## src/rtl/muldiv_pkg.sv

```systemverilog
// muldiv_pkg: shared encodings and constants for the iterative multiply/divide unit.
// Optional feature macro: MULDIV_DIV_EN (defined -> div/divu datapath present).
package muldiv_pkg;

  typedef enum logic [1:0] {
    MD_MULT  = 2'b00,
    MD_MULTU = 2'b01,
    MD_DIV   = 2'b10,
    MD_DIVU  = 2'b11
  } md_op_e;

  typedef enum logic [1:0] {
    ST_IDLE = 2'b00,
    ST_RUN  = 2'b01,
    ST_FIX  = 2'b10
  } md_state_e;

  localparam int MD_ITERS = 32;
  localparam int MD_CNT_W = 5;

`ifdef MULDIV_DIV_EN
  localparam bit MD_DIV_EN = 1'b1;
`else
  localparam bit MD_DIV_EN = 1'b0;
`endif

  // Magnitude of a two's-complement word when the operation is signed, raw value otherwise.
  function automatic logic [31:0] abs32(input logic [31:0] v, input logic is_signed);
    return (is_signed && v[31]) ? (32'd0 - v) : v;
  endfunction

endpackage

```

## src/rtl/muldiv_step.sv

```systemverilog
// muldiv_step: one combinational iteration of the shift-add multiplier or
// restoring divider, operating on a 64-bit {upper, lower} accumulator.
// Optional feature macro: MULDIV_DIV_EN (divide iteration only built when defined).
module muldiv_step
  import muldiv_pkg::*;
(
  input  logic [63:0] acc,
  input  logic [31:0] operand,
  input  logic        is_div,
  output logic [63:0] acc_next
);

  logic [32:0] mul_sum;
  logic [63:0] mul_next;

  // Multiply: add multiplicand into the upper half when the current multiplier bit is set,
  // then shift the whole accumulator right so the product builds up from the top.
  always_comb begin
    mul_sum  = {1'b0, acc[63:32]} + (acc[0] ? {1'b0, operand} : 33'd0);
    mul_next = {mul_sum, acc[31:1]};
  end

  if (MD_DIV_EN) begin : g_div
    logic [32:0] rem_shift;
    logic [33:0] diff;
    logic [63:0] div_next;

    // Divide: shift the next dividend bit into the partial remainder and keep the
    // subtraction only when it does not borrow; the quotient bit enters at the bottom.
    always_comb begin
      rem_shift = {acc[63:32], acc[31]};
      diff      = {1'b0, rem_shift} - {2'b00, operand};
      if (diff[33]) begin
        div_next = {rem_shift[31:0], acc[30:0], 1'b0};
      end else begin
        div_next = {diff[31:0], acc[30:0], 1'b1};
      end
      acc_next = is_div ? div_next : mul_next;
    end
  end else begin : g_mul_only
    logic unused_is_div;

    // Without the divider every iteration is a multiply step.
    always_comb begin
      unused_is_div = is_div;
      acc_next      = mul_next;
    end
  end

endmodule

```

## src/rtl/muldiv_unit.sv

```systemverilog
// muldiv_unit: iterative 32-bit MIPS mult/multu/div/divu unit with HI/LO registers.
// 32 iteration cycles plus one sign-fix cycle; done pulses as the new HI/LO appear.
// Optional feature macro: MULDIV_DIV_EN (defined -> div/divu supported, otherwise ignored).
module muldiv_unit
  import muldiv_pkg::*;
(
  input  logic        clk,
  input  logic        reset,
  input  logic        start,
  input  logic [1:0]  op,
  input  logic [31:0] a,
  input  logic [31:0] b,
  input  logic        mthi,
  input  logic        mtlo,
  input  logic [31:0] wdata,
  output logic        busy,
  output logic        done,
  output logic [31:0] hi,
  output logic [31:0] lo
);

  md_state_e             state;
  md_state_e             state_next;
  logic [MD_CNT_W-1:0]   count;
  logic [63:0]           acc;
  logic [63:0]           acc_step;
  logic [31:0]           operand;
  logic                  op_div;
  logic                  neg_q;
  logic                  neg_r;
  logic                  div_zero;
  logic                  accept;
  logic                  is_signed;
  logic [31:0]           fix_hi;
  logic [31:0]           fix_lo;
  logic [63:0]           prod;

  assign busy      = (state != ST_IDLE);
  assign is_signed = (op == MD_MULT) || (op == MD_DIV);
  assign accept    = (state == ST_IDLE) && start && (MD_DIV_EN || !op[1]);

  muldiv_step u_step (
    .acc      (acc),
    .operand  (operand),
    .is_div   (op_div),
    .acc_next (acc_step)
  );

  // State register; reset aborts any operation in flight.
  always_ff @(posedge clk) begin
    if (reset) begin
      state <= ST_IDLE;
    end else begin
      state <= state_next;
    end
  end

  // Next-state logic: run for exactly MD_ITERS cycles, then one cycle of sign correction.
  always_comb begin
    state_next = state;
    case (state)
      ST_IDLE: if (accept) state_next = ST_RUN;
      ST_RUN:  if (count == '0) state_next = ST_FIX;
      ST_FIX:  state_next = ST_IDLE;
      default: state_next = ST_IDLE;
    endcase
  end

  // Sign correction of the unsigned magnitude result; divide by zero forces an all-ones quotient
  // while the remainder path naturally reproduces the dividend.
  always_comb begin
    prod   = neg_q ? (64'd0 - acc) : acc;
    fix_hi = prod[63:32];
    fix_lo = prod[31:0];
    if (MD_DIV_EN && op_div) begin
      fix_lo = div_zero ? 32'hFFFF_FFFF : (neg_q ? (32'd0 - acc[31:0]) : acc[31:0]);
      fix_hi = neg_r ? (32'd0 - acc[63:32]) : acc[63:32];
    end
  end

  // Datapath registers: operand capture on start, one iteration per RUN cycle,
  // HI/LO written only by mthi/mtlo in IDLE or by the final FIX cycle.
  always_ff @(posedge clk) begin
    if (reset) begin
      count    <= '0;
      acc      <= '0;
      operand  <= '0;
      op_div   <= 1'b0;
      neg_q    <= 1'b0;
      neg_r    <= 1'b0;
      div_zero <= 1'b0;
      hi       <= '0;
      lo       <= '0;
      done     <= 1'b0;
    end else begin
      done <= (state == ST_FIX);
      case (state)
        ST_IDLE: begin
          if (mthi) hi <= wdata;
          if (mtlo) lo <= wdata;
          if (accept) begin
            acc      <= {32'd0, abs32(a, is_signed)};
            operand  <= abs32(b, is_signed);
            op_div   <= op[1];
            neg_q    <= is_signed && (a[31] ^ b[31]);
            neg_r    <= is_signed && a[31];
            div_zero <= op[1] && (b == 32'd0);
            count    <= MD_CNT_W'(MD_ITERS - 1);
          end
        end
        ST_RUN: begin
          acc <= acc_step;
          if (count != '0) count <= count - 1'b1;
        end
        ST_FIX: begin
          hi <= fix_hi;
          lo <= fix_lo;
        end
        default: ;
      endcase
    end
  end

endmodule
```

## config.mk

```make
export PLATFORM = sky130hd
export DESIGN_NAME = muldiv_unit
export DESIGN_NICKNAME = d
export VERILOG_FILES = /design/src/rtl/muldiv_pkg.sv /design/src/rtl/muldiv_step.sv /design/src/rtl/muldiv_unit.sv
export SDC_FILE = /design/constraint.sdc
export NUM_CORES = 1
export LEC_CHECK = 0
export BUFFER_PORTS_ARGS = -buffer_cell sky130_fd_sc_hd__buf_2
export CORE_ASPECT_RATIO = 0.5
export CORE_MARGIN = 8
export CORE_UTILIZATION = 35
export DETAILED_ROUTE_END_ITERATION = 6
export GPL_TIMING_DRIVEN = 0
export PLACE_DENSITY = 0.59
export SYNTH_ARGS = -nofsm -noshare
export SYNTH_HDL_FRONTEND = slang
export SYNTH_HIERARCHICAL = 1
export SYNTH_SLANG_ARGS = --single-unit
export TNS_END_PERCENT = 20
```

## constraint.sdc

```tcl
create_clock -name clk -period 3.35 [get_ports clk]
set_input_delay 0.67 -clock clk [delete_from_list [all_inputs] [get_ports clk]]
set_output_delay 0.67 -clock clk [all_outputs]
set_load 0.03 [all_outputs]
```

After elaboration in Yosys (flattened, before gate mapping)
Index checks and enable logic that the tools add are counted.

$add $sub $neg: 5. Equality and inequality tests: 8. Mux-type cells: 16. Bitwise logic cells: 1. Reduce and logical (&&, ||, !) cells: 20.

Operators with widths (count): $mux 32 (5); $mux 64 (2); $pmux 32 s2 (2); $pmux 64 s2 (1); $sub 1x32->32 const A (2); $sub 1x64->64 const A (1); $add 32x33->33 (1); $mux 5 (2); $ne 2x2->1 const B (5); $pmux 5 s2 (1); $reduce_and 2->1 (5); $reduce_bool 2->1 (3); $logic_and 1x1->1 (5); $logic_not 5->1 (1); $reduce_bool 5->1 (1); $sub 5x1->5 const B (1); $eq 2x2->1 const B (2); $logic_not 2->1 (2); $mux 2 (2); $pmux 2 s2 (1); $reduce_and 3->1 (1); $eq 2x1->1 const B (1); $logic_not 1->1 (1); $logic_or 1x1->1 (1); $xor 1x1->1 (1).

Register bits: 169. Input port bits: 103.

Longest topological paths before layout
Word-level depth: 6. Mapped depth: 11. Mapped depth without buffers: 10.

Modules after synthesis
Netlist, hierarchy kept.

Modules (own cells, without submodules): muldiv_unit (times used 1, cells an instance 1166, area an instance 9417.8 um^2, sequential area each 3403.3 um^2); muldiv_step (times used 1, cells an instance 353, area an instance 2428.6 um^2, sequential area each 0.0 um^2).

Worst setup path after synthesis
OpenSTA, ideal clock, no wires.

Path kind: register to register. Start point: register acc[0]. End point: register acc[55]. Data arrival time: 2.821 ns. Data required time: 3.233 ns. Setup slack: 0.413 ns. Cell stages (with the launch flop): 11. Buffers on the path: 0. Clock period less this slack: 2.937 ns. Cell sequence: dfxtp_1 -> and2_1 -> ha_1 -> fa_1 -> a211oi_2 -> o211ai_2 -> a2111oi_4 -> nor3b_2 -> or4_1 -> o311a_1 -> a22o_1.

Cells in the longest elaborated chain, start to end: 3.

RTL lines: from (decl) (line muldiv_unit.sv:25) `logic [63:0] acc;`; from (signal assigned) (line muldiv_unit.sv:102) `acc <= {32'd0, abs32(a, is_signed)};`; from (signal assigned) (line muldiv_unit.sv:112) `acc <= acc_step;`; $mux 32 (line muldiv_step.sv:19) `mul_sum = {1'b0, acc[63:32]} + (acc[0] ? {1'b0, operand} : 33'd0);`; $add 32x33->33 (line muldiv_step.sv:19); via acc_step[55] (line muldiv_unit.sv:26) `logic [63:0] acc_step;`; $pmux 64 s2 (line muldiv_unit.sv:97) `case (state)`.

The timed path passes the listed nets, and every way through them passes these cells. A chain may end at the register's enable or synchronous reset.

Worst setup path after layout
Ends and elaborated chain as after synthesis.

==> results_dict.tcl <==
set metrics [dict create \
    wirelength_um 47940 \
    r2r_start "acc[0]$_SDFFE_PP0P_" \
    via_per_inst 5.870 \
    fmax_mhz 304.9 \
    status "finished clean" \
    rsz0062_at_grt "true" \
    fp.dieArea_mm2 0.04026 \
    grt_pass1_wl_um 71430 \
    layout_setup_ws_ps 70.74 \
    rr_worst_depth 11 \
    clk_path_buf_depth 2 \
    cts_made_buffers 17 \
    nFillCells 3505 \
    grt_overflow 0 \
    reg2reg_to "acc[55]$_SDFFE_PP0P_" \
    yosys_warnings 6 \
    cp-start-kind "flop" \
    r2r_slack_ps 70 \
    synth.avg_cell_area_um2 7.792 \
    period_minus_slack_ps 3279 \
    hold_viol 0 \
    grt_max_degree 17 \
    port_buffers 166 \
    route.detailed.drc 0 \
    worstPathArrival_ps 3610 \
    clock-sinks 169 \
    criticalPathCategory "flop to flop" \
    dp_hpwl_um 38450 \
    timing.final.crit_share_pct 97.89 \
    whs_path_depth 2 \
    cts_max_level 4 \
    max_cap_violations 0 \
    finalClockSkew_ps 12.10 \
    p_leak_nw 5.492 \
    core_area_mm2 0.03317 \
    grt_use_total_pct 22.91 \
    die_h_um 145.9 \
    max_stage_delay_ps 450 \
    irDropWorstVdd_mv 0.3392 \
    grt_pass1_vias 11720 \
    first_pass_iters 6 \
    multiInputGateArea_mm2 0.007745 \
    finalNonFillerCells 2154 \
    clk_pin_slew_ps 60 \
    root_buffer "clkbuf_16" \
    place_congestion 0.9978 \
    crit_path_end_kind "flop" \
    dp_slack_ps -114.4 \
    dp.cells 2124 \
    clock_latency_ps 450 \
    row_count 47 \
    antenna_found_initial 3 \
    critPathSlowestCell "fa_1" \
    dr.first_iter.drc_count 1398 \
    min-delay-start "operand[24]$_SDFFE_PP0P_" \
    routedWlPerCell_um 22.26 \
    final_net_count 1842 \
    syn-instance-count 1517 \
    critPathMaxFanout 11 \
    netlist_area_mm2 0.01182 \
    worst_ep_required_time_ps 3680 \
    postCtsHoldBufs 0 \
    setup_viol 0 \
    whs_endpoint "operand[24]$_SDFFE_PP0P_" \
    chipWidth_um 275.9 \
    startpoint "acc[0]$_SDFFE_PP0P_" \
    syn_nets 1657 \
    area_delta_synth_final_pct 16.47 \
    fin_setup_tns_ps 0 \
    final_layout_size_suffix_gt1_share_pct 16.13 \
    vias 12650 \
    min_path_type "flop to flop" \
    num_io_pins 169 \
    tritoncts "yes" \
    seq_area_mm2 0.003385 \
    worstMarginPinSlew_ps 879.6 \
    powerDensity_mw_per_mm2 406.1 \
    slew_viol_final 0 \
    initial_core_util_pct 35.64 \
    maxSlewHeadroom_pct 41.36 \
    ant_nets 0 \
    crit_chain "and2_1 -> ha_1 -> fa_1 -> a211oi_2 -> o211ai_2 -> a2111oi_4 -> buf_4 -> nor3b_4 -> or4_1 -> o311a_1 -> a22o_1" \
]
registers in the layout (all words and copies together) (netlist names):
register	flops
state	2
acc	64
operand	32
lo	32
done	1
hi	32
count	5
neg_q	1
how the worst max path moves through the flow:
| stage | end | slack [ps] | cells past startpoint |
|---|---|---|---|
| 4_1_cts | acc[55]$_SDFFE_PP0P_ | 30 | 10 |
| 2_1_floorplan | acc[55]$_SDFFE_PP0P_ | 410 | 10 |
| 3_5_place_dp | acc[55]$_SDFFE_PP0P_ | -110 | 11 |
| 6_report | acc[55]$_SDFFE_PP0P_ | 70 | 11 |
| 3_3_place_gp | acc[55]$_SDFFE_PP0P_ | -100 | 10 |
| 5_1_grt | acc[55]$_SDFFE_PP0P_ | -20 | 11 |
layout make-up:
cell class,instances,area share (%)
plain buffers,127,4.481
flip-flops and latches,169,24.58
well taps,441,4.008
clock inverters,3,0.3090
repair buffers,167,6.089
multi-input cells,1194,56.26
inverters,26,0.7089
diodes,2,0.03635
clock buffers,25,3.526
critical path, delay by kind of cell (launching register included):
| kind | cells | cell delay (ps) |
|---|---|---|
| buffers and inverters | 1 | 210 |
| AOI/OAI and AO/OA | 5 | 1240 |
| adders and majority gates | 2 | 660 |
| DFF | 1 | 390 |
| and+or+nand+nor | 3 | 660 |
report_power, final:
group | internal, mW | switching (mW) | total, mW
clock | 1.06 | 0.824 | 1.89
combinational | 0.472 | 0.913 | 1.38
sequential | 2.15 | 0.164 | 2.32
total | 3.69 | 1.90 | 5.59
layout by cell type, fill, tap and decap left out, types with 51 or more instances in the layout:
master    instances
a211oi_1         51
a21oi_1         118
buf_2           171
clkbuf_1         88
dfxtp_1         168
nand2_1         121
nor2_1          175
o21ai_0          89
xnor2_1          76
routing by layer:
metal | up-vias | routed length (um) | global-route usage (%)
li1 | 5947 | - | -
met1 | 6077 | 21900 | 32.57
met2 | 551 | 20540 | 33.79
met3 | 68 | 4608 | 6.266
met4 | 2 | 877 | 5.456
met5 | - | 8 | 0
timing repair:
action | 4_1_cts | 5_1_grt
buffers inserted | 0 | 1
pin swaps | 1 | 1
endpoints found under the hold margin | 0 | 0
gates resized for setup | 2 | 9
cloned | 0 | 0
setup endpoints to repair | 5 | 12
metrics by stage:
| stage | util (%) | instance area [um2] | hold WS, ps | total power [mW] |
|---|---|---|---|---|
| 2_1_floorplan | - | 11820 | 427.3 | 3.189 |
| 3_3_place_gp | 39.81 | 13200 | 433.7 | 3.703 |
| 3_5_place_dp | 39.81 | 13200 | 437.6 | 3.708 |
| 4_1_cts | 41.40 | 13730 | 449.4 | 5.579 |
| 5_1_grt | 41.51 | 13770 | 462.8 | 5.798 |
| 6_report | 41.51 | 13770 | 448.6 | 5.590 |
No activity file was read; power rests on OpenSTA's default activity.
